`src/rtl/pipe_reg_chain.sv`:
```
// Elastic valid/ready register chain: per-slot stall, bubble collapse, per-slot kill and global flush.
// Slot 0 is the input end; slot STAGES-1 drives the output.
module pipe_reg_slot #(
    parameter int WIDTH = 32
) (
    input  logic             clk,
    input  logic             rst_n,
    input  logic             i_load,
    input  logic             i_in_valid,
    input  logic [WIDTH-1:0] i_in_data,
    input  logic             i_squash,
    output logic             o_ev,
    output logic             o_valid_nxt,
    output logic [WIDTH-1:0] o_data
);
    logic             r_v;
    logic [WIDTH-1:0] r_d;

    assign o_ev        = r_v & ~i_squash;
    assign o_valid_nxt = i_load ? i_in_valid : o_ev;
    assign o_data      = r_d;

    always_ff @(posedge clk or negedge rst_n) begin
        if (!rst_n) begin
            r_v <= 1'b0;
            r_d <= '0;
        end else begin
            r_v <= o_valid_nxt;
            // Empty slots keep stale data so bubbles cost no data toggling.
            if (i_load && i_in_valid)
                r_d <= i_in_data;
        end
    end
endmodule

module pipe_reg_chain #(
    parameter  int WIDTH  = 32,
    parameter  int STAGES = 4,
    localparam int CW     = $clog2(STAGES + 1)
) (
    input  logic              clk,
    input  logic              rst_n,
    input  logic              in_valid,
    output logic              in_ready,
    input  logic [WIDTH-1:0]  in_data,
    output logic              out_valid,
    input  logic              out_ready,
    output logic [WIDTH-1:0]  out_data,
    input  logic [STAGES-1:0] kill,
    input  logic              flush,
    output logic [CW-1:0]     occupancy
);
    logic [STAGES-1:0]            w_ev;
    logic [STAGES-1:0]            w_vn;
    logic [STAGES-1:0]            w_rdy;
    logic [STAGES-1:0]            w_ld_v;
    logic [STAGES-1:0][WIDTH-1:0] w_ld_d;
    logic [STAGES-1:0][WIDTH-1:0] w_d;
    logic [CW-1:0]                w_occ_nxt;
    logic [CW-1:0]                r_occ;

    always_comb begin
        w_ld_v[0] = in_valid & ~flush;
        w_ld_d[0] = in_data;
        for (int i = 1; i < STAGES; i++) begin
            w_ld_v[i] = w_ev[i-1];
            w_ld_d[i] = w_d[i-1];
        end
    end

    genvar g;
    generate
        for (g = 0; g < STAGES; g++) begin : g_slot
            // Closed form of r[i] = ~ev[i] | r[i+1]: a slot is blocked only if it
            // and every slot ahead of it is live and the output is stalled.
            assign w_rdy[g] = out_ready | ~(&w_ev[STAGES-1:g]);

            pipe_reg_slot #(.WIDTH(WIDTH)) u_slot (
                .clk        (clk),
                .rst_n      (rst_n),
                .i_load     (w_rdy[g]),
                .i_in_valid (w_ld_v[g]),
                .i_in_data  (w_ld_d[g]),
                .i_squash   (kill[g] | flush),
                .o_ev       (w_ev[g]),
                .o_valid_nxt(w_vn[g]),
                .o_data     (w_d[g])
            );
        end
    endgenerate

    always_comb begin
        w_occ_nxt = '0;
        for (int i = 0; i < STAGES; i++)
            w_occ_nxt = w_occ_nxt + CW'(w_vn[i]);
    end

    always_ff @(posedge clk or negedge rst_n) begin
        if (!rst_n) r_occ <= '0;
        else        r_occ <= w_occ_nxt;
    end

    assign in_ready  = w_rdy[0] & ~flush;
    assign out_valid = w_ev[STAGES-1];
    assign out_data  = w_d[STAGES-1];
    assign occupancy = r_occ;
endmodule
```
`config.mk`:
```
export PLATFORM = sky130hd
export DESIGN_NAME = pipe_reg_chain
export DESIGN_NICKNAME = d
export VERILOG_FILES = /design/src/rtl/pipe_reg_chain.sv
export SDC_FILE = /design/constraint.sdc
export NUM_CORES = 1
export LEC_CHECK = 0
export ABC_AREA = 1
export CORE_ASPECT_RATIO = 0.75
export CORE_MARGIN = 8
export CORE_UTILIZATION = 54
export CTS_CLUSTER_SIZE = 12
export DETAILED_ROUTE_END_ITERATION = 10
export HOLD_SLACK_MARGIN = 0.02
export MAX_ROUTING_LAYER = met4
export PLACE_DENSITY = 0.79
export RECOVER_POWER = 50
export SLEW_MARGIN = 20
export SYNTH_ARGS = -nofsm -noshare
export SYNTH_HDL_FRONTEND = slang
export SYNTH_SLANG_ARGS = --single-unit
```
`constraint.sdc`:
```
create_clock -name clk -period 2.6 [get_ports clk]
set_input_delay 0.39 -clock clk [delete_from_list [all_inputs] [get_ports clk]]
set_output_delay 0.39 -clock clk [all_outputs]
set_load 0.02 [all_outputs]
```
==> impl_results.md <==
* Status: complete, but fails checks
* Failing checks: max-capacitance violations, max-slew violations
* First-pass GRT wire length at 21690 µm
* Yosys top cell area share at 0.6220
* Setup Fix Bufs, Post-CTS at 0
* Vias in the first global route at around 4400
* GP Congestion at 0.8113
* Synth Net Count at 639
* Clk slew on worst S/H paths at around 0.06 ns
* # setup viols final at 0
* CP startpoint kind: input pin
* Total Power at 0.005499 W
* CP Data Required Time at 2.21 ns
* GRT Total Usage at 0.2061
* Critical path depth at 6
* Post-DP HPWL at 7961 µm
* Final core occ at 0.7135
* Net count, final at 717
* Worst vdd ir at 0.0004947 V
* Layout cells sized above 1 at 0.08455
* Clock sinks at around 140
* Reg2Reg Depth at 10
* Area growth from synthesis to layout at 27.90%
* Cells after Synth at 595
* CP endpoint kind: output pin
* Worst Path Arrival at 2.00 ns
* # IOs at 78
* Count of pins over their slew limit at 69
* Pwr/cell area at between 700 and 800 mW/mm²
* Htree depth at 4
* Final hold violations at 0
* Routed Antenna Nets at 0
* Initial core utilization at 0.5579
* CTS resizes at 0
* Most frequent CP cell: clkdlybuf4s50_1
* CP max FO at 4
* Setup Total Neg Slack at 0 ns
* Filler Cell Count at 729
* Mapped Area at 0.005431 mm²
* RSZ-0062 raised after global routing: false
* Post-layout min period at between 2 and 2.5 ns
* Hold WC Path Type: register to register
* Synth Area per Inst at between 9 and 10 µm²
* DRC violations left at 0
* Die height at 102.9 µm
* Initial antenna violation count at 0
* CORE AREA at 0.009736 mm²
* Length of the first detailed-routing pass in iterations at 4
* # rows at 31
* Final worst path period share at 0.9210
* Cell Chain, Critical Path: clkdlybuf4s50_1 -> nor2_1 -> nand3_4 -> nor2_8 -> a21oi_1 -> clkdlybuf4s50_1
* Largest stage delay on the critical path at 0.55 ns
* WL/cell at approximately 15 µm
* Synth area leaders: dfrtp_1, nand2_1, nand3_1
* Vias/cell at between 5 and 6
* Ys Warns at 0
* Iter 0 DRT Violations at 371
* #FFs+latches synth at 135
* Crit path kind: input pin to output pin
* IO buf count at 77
* Leak pwr at approximately 3.7 nW
* CTS root buffer: clkbuf_16
* Via count at 4310
* Pre-CTS WS at -0.1171 ns
* CTS Hold Bufs at 1
* Slowest CP cell: clkdlybuf4s50_1
* Die Wd at 131.8 µm
* Gr ovfl total at 0
* Part of the Yosys area used for sequential elements at 0.6220
* Worst Tran Pin Value at 1.711 ns
* Fin Hold WS at 0.4703 ns
* Clock Skew at 0.005540 ns
* CTS buffer count at 17
* Library cells used by synthesis at 22
* Die ar. at around 0.014 mm²
* Max-cap viol count at 1
* Drt total wl at 12470 µm
* FMAX at 417.6 MHz
* Final worst-path setup slack at 0.2054 ns
* Worst path top cell family by delay: buffers and inverters
* ANT cells at 0
* Worst Path Buf+Inv at 2
* Yosys top cell by area: dfrtp_1
* Clock Latency Late Sink at 0.41 ns
* Clock tree buffer depth at 2
* CTS tree: done
* Max-slew headroom at -0.1406
* Hold Path Depth at 2
* Largest net degree at the start of global routing at 70
-- routing by layer --
layer	vias up	wire, µm	track usage
li1	2051	-	-
met1	2093	5357	0.2385
met2	140	6123	0.3416
met3	26	732	0.05015
met4	0	257	0.09323
met5	-	0	-
-- path summary, 6_finish.rpt --
kind,end,slack [ns],from
worst max register to register,occupancy[1],0.55,g_slot[2].u_slot.r_v
worst min register to register,g_slot[3].u_slot.o_data[0],0.47,g_slot[3].u_slot.o_data[0]
worst max-delay path,in_ready,0.21,flush
worst min-delay path,g_slot[3].u_slot.o_data[0],0.47,g_slot[3].u_slot.o_data[0]
max in group asynchronous,g_slot[1].u_slot.o_data[23],0.49,rst_n
min in group asynchronous,occupancy[0],0.95,rst_n
-- state kept, by name, summed over array words and instances (netlist names) --
| signal | cells |
|---|---|
| g_slot.u_slot.r_v | 4 |
| g_slot.u_slot.o_data | 128 |
| occupancy | 3 |
-- Yosys cell counts --
library cell / n
buf_4: 7
nand2_4: 4
buf_2: 16
nor2_4: 1
buf_1: 1
dfrtp_1: 135
ha_1: 2
nand2_2: 1
nor2_2: 1
nor3b_1: 1
nand3_1: 128
nor2_1: 4
o21ai_0: 1
a21oi_1: 1
fa_1: 1
buf_6: 1
inv_2: 1
nand2_1: 263
inv_1: 12
nor2_8: 1
clkbuf_1: 12
nand3_4: 1
-- per-stage QoR --
| stage | area [µm²] | instances |
|---|---|---|
| floorplan | 5431 | 595 |
| global placement | 6329 | 785 |
| detailed placement | 6329 | 785 |
| CTS | 6980 | 818 |
| global route | 6947 | 818 |
| finish | 6947 | 818 |
-- logic make-up after synthesis --
family | Yosys count | share of synthesized area
simple gates | 405 | 0.3234
flops | 135 | 0.6220
buf+inv | 50 | 0.04446
fa+ha+maj | 3 | 0.008292
compound gates | 2 | 0.001841
-- tightest hold or removal path: stages, from the launching register on --
cell and delay (ns):
dfrtp_1 0.34, nand2_1 0.05, nand2_1 0.05
-- cell type report --
cell class	instances	area, µm²	share of cell area
clock buffers	21	470.5	0.06772
clock inverters	11	171.4	0.02468
inverters	13	48.80	0.007024
multi-input cells	410	1802	0.2594
flip-flops and latches	135	3378	0.4863
well taps	132	165.2	0.02378
repair buffers	96	910.9	0.1311
-- cells in the final DEF, fill, tap and decap left out --
| cell type | netlist | layout |
|---|---|---|
| a21oi_1 | 1 | 1 |
| buf_12 | 0 | 1 |
| buf_4 | 7 | 13 |
| bufinv_16 | 0 | 4 |
| clkbuf_1 | 12 | 3 |
| clkbuf_16 | 0 | 17 |
| clkbuf_2 | 0 | 3 |
| clkbuf_8 | 0 | 3 |
| clkdlybuf4s50_1 | 0 | 72 |
| clkinv_2 | 0 | 2 |
| clkinv_4 | 0 | 3 |
| clkinvlp_4 | 0 | 2 |
| dfrtp_1 | 135 | 135 |
| dlygate4sd3_1 | 0 | 5 |
| fa_1 | 1 | 1 |
| ha_1 | 2 | 2 |
| inv_1 | 12 | 12 |
| inv_2 | 1 | 1 |
| nand2_1 | 263 | 264 |
| nand2_2 | 1 | 1 |
| nand2_4 | 4 | 3 |
| nand3_1 | 128 | 128 |
| nand3_4 | 1 | 1 |
| nor2_1 | 4 | 3 |
| nor2_2 | 1 | 3 |
| nor2_8 | 1 | 1 |
| nor3b_1 | 1 | 1 |
| o21ai_0 | 1 | 1 |
-- report_power, final --
part / leakage [nW] / total [W] / switching, W / internal, W
Clock: 0.309 / 0.00257 / 0.000889 / 0.00168
Combinational: 1.64 / 0.000422 / 0.000237 / 0.000185
Sequential: 1.78 / 0.00251 / 0.000149 / 0.00236
Total: 3.73 / 0.00550 / 0.00128 / 0.00422
Note: power is estimated with default switching activity, not from simulation.
